[src/rtl/aibio_hvmadc_seq.sv]
// aibio_hvmadc_seq: round-robin scan sequencer and result averager around the
// HV monitor ADC, running in the adcclk domain. Each enabled channel is settled,
// converted 2^AVG_LOG2 times, averaged and published as a single result.
// Optional feature macro: AIBIO_HVMADC_SEQ_ALARM_EN builds the sticky per-channel
// threshold alarms. Without it, alarm_hi/alarm_lo are tied to zero and
// alarm_clr clears only timeout_err.
module aibio_hvmadc_seq #(
    parameter int AVG_LOG2   = 2,
    parameter int SETTLE_CYC = 8,
    parameter int START_CYC  = 4,
    parameter int TIMEOUT    = 65535
) (
    input  logic       adcclk,
    input  logic       reset,
    input  logic       seq_en,
    input  logic [7:0] ch_mask,
    input  logic [9:0] thr_hi,
    input  logic [9:0] thr_lo,
    input  logic       alarm_clr,
    input  logic [9:0] adcout,
    input  logic       adcdone,
    output logic       adc_en,
    output logic [2:0] adc_anamux_sel,
    output logic       adc_start,
    output logic [9:0] result_data,
    output logic [2:0] result_ch,
    output logic       result_valid,
    output logic [7:0] alarm_hi,
    output logic [7:0] alarm_lo,
    output logic       timeout_err,
    output logic       busy
);

    localparam int NSAMP   = 1 << AVG_LOG2;
    localparam int ACC_W   = 10 + AVG_LOG2;
    localparam int SAMP_W  = AVG_LOG2 + 1;
    localparam int CNT_MAX = (TIMEOUT > SETTLE_CYC) ?
                             ((TIMEOUT > START_CYC) ? TIMEOUT : START_CYC) :
                             ((SETTLE_CYC > START_CYC) ? SETTLE_CYC : START_CYC);
    localparam int CNT_W   = $clog2(CNT_MAX + 1);

    typedef enum logic [2:0] {
        S_IDLE, S_SETTLE, S_START, S_WAIT, S_ACCUM, S_NEXT
    } state_t;

    state_t              state_q, state_d;
    logic [2:0]          ptr_q, ptr_d;
    logic [CNT_W-1:0]    cnt_q, cnt_d;
    logic [ACC_W-1:0]    acc_q, acc_d;
    logic [SAMP_W-1:0]   samp_q, samp_d;
    logic [9:0]          result_data_q, result_data_d;
    logic [2:0]          result_ch_q, result_ch_d;
    logic                result_valid_q;
    logic                timeout_err_q, timeout_err_d;
    logic                sync1_q, sync2_q, sync3_q;
    logic                done_evt;
    logic                pub;
    logic                tmo;
    logic [9:0]          avg;
    logic [ACC_W-1:0]    acc_sum;
    logic [SAMP_W-1:0]   samp_inc;

    // Lowest set bit of the mask; caller guarantees the mask is non-zero.
    function automatic logic [2:0] lowest_ch(input logic [7:0] mask);
        logic [2:0] res;
        res = 3'd0;
        for (int i = 7; i >= 0; i--) begin
            if (mask[i]) res = 3'(i);
        end
        return res;
    endfunction

    // Next set bit above cur, wrapping; a lone set bit yields cur again.
    function automatic logic [2:0] next_ch(input logic [7:0] mask, input logic [2:0] cur);
        logic [2:0] res;
        logic [2:0] idx;
        logic       found;
        res   = cur;
        found = 1'b0;
        for (int i = 1; i <= 8; i++) begin
            idx = cur + 3'(i);
            if (!found && mask[idx]) begin
                res   = idx;
                found = 1'b1;
            end
        end
        return res;
    endfunction

    // adcdone is asynchronous: two flops to resolve metastability, a third for edge detect.
    always_ff @(posedge adcclk or posedge reset) begin
        if (reset) begin
            sync1_q <= 1'b0;
            sync2_q <= 1'b0;
            sync3_q <= 1'b0;
        end else begin
            sync1_q <= adcdone;
            sync2_q <= sync1_q;
            sync3_q <= sync2_q;
        end
    end

    assign done_evt = sync2_q & ~sync3_q;

    // State register plus sequencer datapath and published-result registers.
    always_ff @(posedge adcclk or posedge reset) begin
        if (reset) begin
            state_q        <= S_IDLE;
            ptr_q          <= 3'd0;
            cnt_q          <= '0;
            acc_q          <= '0;
            samp_q         <= '0;
            result_data_q  <= 10'd0;
            result_ch_q    <= 3'd0;
            result_valid_q <= 1'b0;
            timeout_err_q  <= 1'b0;
        end else begin
            state_q        <= state_d;
            ptr_q          <= ptr_d;
            cnt_q          <= cnt_d;
            acc_q          <= acc_d;
            samp_q         <= samp_d;
            result_data_q  <= result_data_d;
            result_ch_q    <= result_ch_d;
            result_valid_q <= pub;
            timeout_err_q  <= timeout_err_d;
        end
    end

    // Next-state and datapath update for the scan sequence.
    always_comb begin
        state_d  = state_q;
        ptr_d    = ptr_q;
        cnt_d    = cnt_q;
        acc_d    = acc_q;
        samp_d   = samp_q;
        pub      = 1'b0;
        tmo      = 1'b0;
        acc_sum  = acc_q + ACC_W'(adcout);
        samp_inc = samp_q + SAMP_W'(1);
        avg      = acc_sum[ACC_W-1:AVG_LOG2];
        unique case (state_q)
            S_IDLE: begin
                cnt_d = '0;
                if (seq_en && (ch_mask != 8'h00)) begin
                    ptr_d   = lowest_ch(ch_mask);
                    state_d = S_SETTLE;
                end
            end
            S_SETTLE: begin
                if (cnt_q == CNT_W'(SETTLE_CYC - 1)) begin
                    cnt_d   = '0;
                    state_d = S_START;
                end else begin
                    cnt_d = cnt_q + CNT_W'(1);
                end
            end
            S_START: begin
                if (cnt_q == CNT_W'(START_CYC - 1)) begin
                    cnt_d   = '0;
                    state_d = S_WAIT;
                end else begin
                    cnt_d = cnt_q + CNT_W'(1);
                end
            end
            S_WAIT: begin
                if (done_evt) begin
                    cnt_d   = '0;
                    state_d = S_ACCUM;
                end else if (cnt_q == CNT_W'(TIMEOUT - 1)) begin
                    // Give up on this channel: drop partial sum, move on.
                    tmo     = 1'b1;
                    cnt_d   = '0;
                    acc_d   = '0;
                    samp_d  = '0;
                    state_d = S_NEXT;
                end else begin
                    cnt_d = cnt_q + CNT_W'(1);
                end
            end
            S_ACCUM: begin
                acc_d  = acc_sum;
                samp_d = samp_inc;
                if (samp_inc < SAMP_W'(NSAMP)) begin
                    // Same channel, mux already settled.
                    state_d = S_START;
                end else begin
                    pub     = 1'b1;
                    state_d = S_NEXT;
                end
            end
            S_NEXT: begin
                acc_d  = '0;
                samp_d = '0;
                cnt_d  = '0;
                if (!seq_en || (ch_mask == 8'h00)) begin
                    state_d = S_IDLE;
                end else begin
                    ptr_d   = next_ch(ch_mask, ptr_q);
                    state_d = S_SETTLE;
                end
            end
            default: state_d = S_IDLE;
        endcase

        result_data_d = pub ? avg : result_data_q;
        result_ch_d   = pub ? ptr_q : result_ch_q;
        // A timeout landing together with a clear still leaves the flag set.
        timeout_err_d = tmo | (timeout_err_q & ~alarm_clr);
    end

    // Moore outputs decoded from the current state.
    always_comb begin
        adc_en    = (state_q != S_IDLE);
        busy      = (state_q != S_IDLE);
        adc_start = (state_q == S_START);
    end

    assign adc_anamux_sel = ptr_q;
    assign result_data    = result_data_q;
    assign result_ch      = result_ch_q;
    assign result_valid   = result_valid_q;
    assign timeout_err    = timeout_err_q;

`ifdef AIBIO_HVMADC_SEQ_ALARM_EN
    logic [7:0] alarm_hi_q, alarm_hi_d;
    logic [7:0] alarm_lo_q, alarm_lo_d;
    logic [7:0] ch_onehot;

    // Threshold compare on the freshly published average; a set beats a clear.
    always_comb begin
        ch_onehot  = 8'b1 << ptr_q;
        alarm_hi_d = (alarm_clr ? 8'h00 : alarm_hi_q) |
                     ((pub && (avg > thr_hi)) ? ch_onehot : 8'h00);
        alarm_lo_d = (alarm_clr ? 8'h00 : alarm_lo_q) |
                     ((pub && (avg < thr_lo)) ? ch_onehot : 8'h00);
    end

    // Sticky alarm registers.
    always_ff @(posedge adcclk or posedge reset) begin
        if (reset) begin
            alarm_hi_q <= 8'h00;
            alarm_lo_q <= 8'h00;
        end else begin
            alarm_hi_q <= alarm_hi_d;
            alarm_lo_q <= alarm_lo_d;
        end
    end

    assign alarm_hi = alarm_hi_q;
    assign alarm_lo = alarm_lo_q;
`else
    logic unused_thr;
    assign unused_thr = ^{thr_hi, thr_lo};
    assign alarm_hi   = 8'h00;
    assign alarm_lo   = 8'h00;
`endif

endmodule

[config.mk]
export PLATFORM = sky130hd
export DESIGN_NAME = aibio_hvmadc_seq
export DESIGN_NICKNAME = d
export VERILOG_FILES = /design/src/rtl/aibio_hvmadc_seq.sv
export SDC_FILE = /design/constraint.sdc
export NUM_CORES = 1
export LEC_CHECK = 0
export CAP_MARGIN = 40
export CORE_ASPECT_RATIO = 1.25
export CORE_MARGIN = 2
export CORE_UTILIZATION = 46
export DETAILED_ROUTE_END_ITERATION = 12
export PLACE_DENSITY_LB_ADDON = 0.05
export SKIP_CTS_REPAIR_TIMING = 1
export SLEW_MARGIN = 20
export SYNTH_ARGS = -nofsm -noshare
export SYNTH_HDL_FRONTEND = slang
export SYNTH_SLANG_ARGS = --single-unit
export TNS_END_PERCENT = 5
[constraint.sdc]
create_clock -name adcclk -period 2.75 [get_ports adcclk]
set_input_delay 0.55 -clock adcclk [delete_from_list [all_inputs] [get_ports adcclk]]
set_output_delay 0.55 -clock adcclk [all_outputs]
set_load 0.02 [all_outputs]
==> results by group, run 1 <==
Worst setup path
  – Worst setup EP type: flip-flop
  – Launching element type of the critical path: input pin
  – Delay of the slowest cell on the worst path: approximately 0.53 ns
  – Biggest fanout along the worst timing path: 6
  – Setup slack of the worst register-to-register path: around 0.15 ns
  – Reg2reg end: adc_anamux_sel[2]
  – Critical Path AT: roughly 2.8 ns
  – Data required time at the worst endpoint: approximately 3.0 ns
  – Count of buffering cells on the critical path with inverters included: 2
  – Reg2reg path depth: 10
  – Ordered cell list for the critical path: clkdlybuf4s50_1 > buf_4 > mux4_2 > mux2i_1 > nand2_1 > o32a_1 > a21oi_1 > o211ai_1 > o21a_1
  – Start of the worst register-to-register path: adc_anamux_sel[1]
  – Critical path startpoint: ch_mask[4]
  – CP top delay family: buffers and inverters
  – Critical-path cell with the highest stage delay: clkdlybuf4s50_1
  – Critical Setup Path Class: in -> reg

CTS
  – Root Driver: clkbuf_8
  – Clock slew at the register clock pins of the worst setup and hold paths: around 0.1 ns
  – Maximum buffer depth of the clock tree: 2
  – Clock tree from TritonCTS: done
  – CTS H-tree lvls: 2
  – Number of buffers created by CTS: 5
  – Clock insertion delay at the later pin of the skew report: ~0.31 ns
  – Clock sinks: 55

Layout
  – Antenna diode count: 0
  – Post-route cell area: 4750 sq um
  – Area added between synthesis and finish: 22.5%
  – Count of nets after finishing: around 530
  – Fraction of final layout cells sized beyond drive strength 1: 19.3%
  – Count of filler cells inserted in the layout: around 750

Power
  – Static leakage: roughly 2.1 nW
  – Power density relative to cell area: about 1000 nW/um^2
  – Worst vdd rail ir drop: approximately 0.42 mV

Global routing
  – Number of antenna violations at the first check in global routing: 0
  – GRT Residual Overflow: 0
  – Maximum number of pins on one net before global-route repair: 25
  – Global-route usage over all layers: a little under a fifth
  – Global-route wire length before repair: 14000 um
  – Vias in the first global route: between 2000 and 3000

Synthesis
  – Number of synthesized register bits: 55
  – Cell with the most instances after synthesis: dfrtp_1
  – Number of synthesized flops with an enable pin: 0
  – Synthesized instance count: a little over 400
  – Biggest area contributors in the synthesized netlist: dfrtp_1 36%, mux4_2 7.0%, ha_1 4.8%
  – Prevailing post-synth register cell: dfrtp_1
  – Async set-reset flop share out of synthesis: 100%
  – Cell type contributing the most total cell area after synthesis: dfrtp_1
  – Share of synthesized area occupied by flip-flops and latches: approximately 36%
  – Leading post-synthesis cells by instance count: 55 x dfrtp_1, 37 x nor2_1, 31 x nand2_1
  – Area fraction of the dominant cell type after synthesis: a little over a third
  – Warnings, synthesis: 0
  – Number of distinct library cells after synthesis: 63
  – Summed instance area of the synthesized netlist: between 3000 and 4000 sq um
  – Syn_area_per_cell: 9.59 sq um

Flow run
  – Number of violations of the max-capacitance limit: 0

Drt
  – Routed via count: 3098
  – DRC violation total after the first TritonRoute iteration: 74
  – Average routed wire per standard cell: 15.1 um
  – DRT Pass-1 Iters: 4
  – Post-detailed-route count of antenna-violating nets: 0
  – Sum of routed wire length over all layers: around 8600 um
  – Count of unresolved DRC violations after routing: 0
  – Detail-routed via count per cell: 5.45

Floorplanning
  – Number of top-level design ports: 80
  – Overall die area: between 9000 and 10000 sq um
  – Site row count: 37
  – Area of the placeable core: a little over 8000 sq um
  – Height of the die: roughly 110 um
  – Effective utilization at floorplan: 47.3%
  – Horizontal die dimension: approximately 86 um

Timing
  – Crit path setup slack, layout: between 0.1 and 0.15 ns
  – Min Hold Slack: 0.359 ns
  – Ratio of final minimum period to clock period: a little over nine tenths
  – Max-Slew Margin vs Limit: about half
  – Fmax achieved: approximately 380 MHz
  – Final Critical Period: between 2 and 3 ns
  – Setup TNS: 0 ns
  – Final slew viol count: 0
  – Setup violations, final: 0
  – Worst Tran Pin Value: between 0.7 and 0.8 ns
  – Count of endpoints failing hold in the final timing report: 0
  – Final Skew: 0.0158 ns
  – RSZ-0062 raised after global routing: false

Placed design
  – Pre-CTS setup slack: -0.509 ns
  – Placer's final routability congestion estimate: ~0.8
  – Buffers added on ports: 43
  – Standard cell area after detailed placement: around 4600 sq um
  – Half-perimeter wire length after placement: roughly 6500 um

Worst hold path
  – Hold Crit Endpoint: sync2_q
  – Beginning of the worst hold path: sync1_q
  – Hold WC Path Type: reg -> reg
  – Instance count along the most critical hold path: 0

Status
  – Outcome: complete, no violations
cells by family (layout without fill, tap and decap cells):
kind of cell,count (synthesis),count (layout),synth area share [%]
and+or+nand+nor,128,128,16.6
AOI/OAI and AO/OA,91,91,16.0
DFF,55,55,35.5
buffers and inverters,53,105,7.40
muxes,33,33,12.9
xor gates and xnor gates,27,27,6.10
adders and majority gates,16,16,5.36
other,1,16,0.0968
flip-flops by register name (all words and copies together) (netlist names):
signal,cells
acc_q,12
samp_q,3
sync2_q,1
state_q,3
result_data,10
adc_anamux_sel,3
timeout_err,1
sync3_q,1
result_ch,3
cnt_q,16
result_valid,1
sync1_q,1
how the worst max path moves through the flow:
stage / endpoint / slack (ns) / cells past startpoint
floorplan: adc_anamux_sel[2] / -0.03 / 12
global placement: acc_q[10] / -0.46 / 11
detailed placement: acc_q[10] / -0.51 / 11
CTS: acc_q[10] / -0.14 / 11
global route: adc_anamux_sel[2] / 0.02 / 8
finish: adc_anamux_sel[2] / 0.11 / 9
through the flow:
stage / power (mW) / util, % / instances
global route: 5.20 / 57.9 / 568
detailed placement: 4.27 / 55.8 / 560
finish: 4.82 / 57.9 / 568
CTS: 4.76 / 57.0 / 568
global placement: 4.22 / 55.8 / 560
floorplan: 3.42 / - / 419
cell usage in the layout, fill, tap and decap left out, drive strengths merged, types with 14 or more instances in the layout:
master,instances
buf,38
nor2,37
dfrtp,55
o21ai,23
inv,15
nand2,31
conb,16
xor2,14
ha,15
a21oi,24
clkdlybuf4s50,39
layer usage:
metal / GRT usage (%) / vias up / part of all wire [%]
li1: - / 1546 / -
met1: 25.1 / 1499 / 45
met2: 32.2 / 45 / 51
met3: 3.00 / 8 / 2.7
met4: 5.67 / 0 / 1.4
met5: 0 / - / 0
layout make-up:
type	instances	area [sq um]	area share [%]
sequential	55	1380	29.0
multi-input combinational	311	2350	49.4
timing repair buffer	81	742	15.6
inverter	16	62.6	1.32
tap	97	121	2.56
clock inverter	1	8.76	0.185
clock buffer	7	86.3	1.82
report_power, final:
group	total, mW	switching (mW)	internal (mW)	leakage (nW)
clock network	0.473	0.264	0.209	0.0489
logic	3.19	1.68	1.51	1.34
registers	1.16	0.159	1.00	0.716
Note: power is estimated with default switching activity, not from simulation.
==> run 2: changes to the inputs <==
--- a/config.mk
+++ b/config.mk
@@ -10,4 +10,5 @@
 export CORE_MARGIN = 2
-export CORE_UTILIZATION = 46
+export CORE_UTILIZATION = 35
 export DETAILED_ROUTE_END_ITERATION = 12
+export GPL_TIMING_DRIVEN = 0
 export PLACE_DENSITY_LB_ADDON = 0.05
==> constraint.sdc (replaced) <==
create_clock -name adcclk -period 2.75 [get_ports adcclk]
set_input_delay 0.825 -clock adcclk [delete_from_list [all_inputs] [get_ports adcclk]]
set_output_delay 0.825 -clock adcclk [all_outputs]
set_load 0.02 [all_outputs]
==> results by group, run 2 (same netlist as run 1, synthesis figures left out) <==
Timing
  – Final Critical Period: 2.84 ns
  – Setup TNS: -0.202 ns
  – Crit path setup slack, layout: -0.0855 ns
  – Setup violations, final: 4
  – Min Hold Slack: about 0.35 ns
  – Count of endpoints failing hold in the final timing report: 0
  – Max-Slew Margin vs Limit: 58.3%
  – Fmax achieved: roughly 350 MHz
  – Final Skew: 0.00876 ns
  – Worst Tran Pin Value: 0.619 ns
  – Final slew viol count: 0
  – Ratio of final minimum period to clock period: 103%
  – RSZ-0062 raised after global routing: true

Worst hold path
  – Hold WC Path Type: reg -> reg
  – Instance count along the most critical hold path: 0
  – Hold Crit Endpoint: sync2_q
  – Beginning of the worst hold path: sync1_q

Layout
  – Fraction of final layout cells sized beyond drive strength 1: between 20% and 30%
  – Leading cell type in the layout, fill and taps excluded: dfrtp_1
  – Commonest cells after routing, fill and taps aside: 52 x dfrtp_1, 37 x buf_4, 35 x nor2_1
  – Count of filler cells inserted in the layout: just over 1000
  – Final Util: a little under half
  – Area added between synthesis and finish: 31.3%
  – Final standard cell count with taps included and fillers excluded: ~610
  – Largest register FFs: 16
  – Area occupied by multi-input gates: ~2500 sq um
  – Count of nets after finishing: 540
  – Sequential cell area in the final layout: 1380 sq um
  – Antenna diode count: 0
  – Register with the most flip-flops: cnt_q

CTS
  – CTS H-tree lvls: 2
  – Clock sinks: between 50 and 60
  – Clock slew at the register clock pins of the worst setup and hold paths: 0.07 ns
  – Clock tree from TritonCTS: done
  – Maximum buffer depth of the clock tree: 2
  – Root Driver: clkbuf_16
  – Number of buffers created by CTS: 5
  – Clock insertion delay at the later pin of the skew report: 0.30 ns

Global routing
  – Global Route met2 Usage: between 20 and 30%
  – Met3 GRT Util: 2.64%
  – Global Route met1 Usage: a little over a fifth
  – Most Crowded Layer GR: met2
  – Vias in the first global route: 3045
  – Number of antenna violations at the first check in global routing: 0
  – GRT Residual Overflow: 0
  – Maximum number of pins on one net before global-route repair: 32
  – Global-route wire length before repair: between 15000 and 20000 um
  – Global-route usage over all layers: between 15 and 20%

Floorplanning
  – Effective utilization at floorplan: between 30% and 40%
  – Number of top-level design ports: 80
  – Area of the placeable core: between 10000 and 15000 sq um
  – Horizontal die dimension: a little under 100 um
  – Site row count: between 40 and 50
  – Height of the die: about 120 um
  – Overall die area: roughly 12000 sq um

Worst setup path
  – Launching element type of the critical path: flip-flop
  – Reg2reg end: adc_anamux_sel[2]
  – Critical Setup Path Class: reg -> reg
  – Data required time at the worst endpoint: slightly below 3 ns
  – Critical Path AT: around 3.0 ns
  – Biggest fanout along the worst timing path: 8
  – Setup slack of the worst register-to-register path: -0.09 ns
  – Start of the worst register-to-register path: adc_anamux_sel[0]
  – Worst setup EP type: flip-flop
  – Reg2reg path depth: 12

Drt
  – DRC violation total after the first TritonRoute iteration: between 200 and 250
  – Routed via count: approximately 3200
  – Count of unresolved DRC violations after routing: 0
  – Sum of routed wire length over all layers: roughly 9600 um
  – Detail-routed via count per cell: between 5 and 6
  – DRT Pass-1 Iters: 4
  – Post-detailed-route count of antenna-violating nets: 0
  – Average routed wire per standard cell: 15.6 um

Status
  – Violations in the final reports: negative setup slack
  – Outcome: finished with violations

Power
  – Worst vdd rail ir drop: roughly 0.36 mV
  – Power density relative to cell area: between 1000 and 1500 nW/um^2
  – Total power of the final layout: between 5 and 6 mW
  – Static leakage: roughly 2.2 nW

Flow run
  – Number of violations of the max-capacitance limit: 0

Placed design
  – Half-perimeter wire length after placement: 6850 um
  – Buffers added on ports: 37
  – Number of placed cells counting well taps: 589
  – Placer's final routability congestion estimate: 0.811
==> run 2: critical path, stage by stage, from the launching register on <==
cell and delay (ns):
dfrtp_2 0.41, buf_12 0.13, buf_12 0.09, inv_4 0.04, ha_4 0.28, buf_12 0.13
mux4_2 0.61, mux2i_4 0.22, nand2_2 0.10, o32a_1 0.36, a21oi_2 0.15, o211ai_1 0.10
o21a_1 0.12
==> run 2: worst max-delay path by stage <==
stage,start,end,depth (start not counted)
2_1_floorplan,adcout[0],result_data[6],9
3_3_place_gp,reset,adc_anamux_sel[1],2
3_5_place_dp,adcout[1],result_data[9],10
4_1_cts,adcout[1],result_data[9],10
5_1_grt,adc_anamux_sel[0],adc_anamux_sel[2],14
6_report,adc_anamux_sel[0],adc_anamux_sel[2],12
==> run 2: per-layer routing <==
metal | up-vias | share of wire (%)
met4 | 0 | 2.0
li1 | 1566 | -
met2 | 85 | 50
met5 | - | 0
met1 | 1584 | 44
met3 | 14 | 4.1
==> run 2: through the flow <==
stage               setup slack (ns)  area (sq um)
global route                  -0.166          5090
global placement              -0.796          4500
detailed placement            -0.746          4530
floorplan                    -0.0510          3970
CTS                           -0.419          4670
finish                       -0.0855          5090
==> run 2: power by group <==
part           internal [mW]  leakage [nW]  switching (mW)  total (mW)
sequential              1.00         0.714           0.181        1.19
combinational           1.77          1.43            1.93        3.70
clock                  0.342        0.0664           0.308       0.649
total                   3.12          2.21            2.42        5.54
==> run 2: final cells by class <==
class,instances,share of cell area [%]
clock buffers,5,2.46
inverters,16,1.28
clock inverters,3,0.467
flip-flops and latches,55,27.1
well taps,132,3.25
plain buffers,35,5.12
repair buffers,57,10.7
multi-input cells,311,49.6
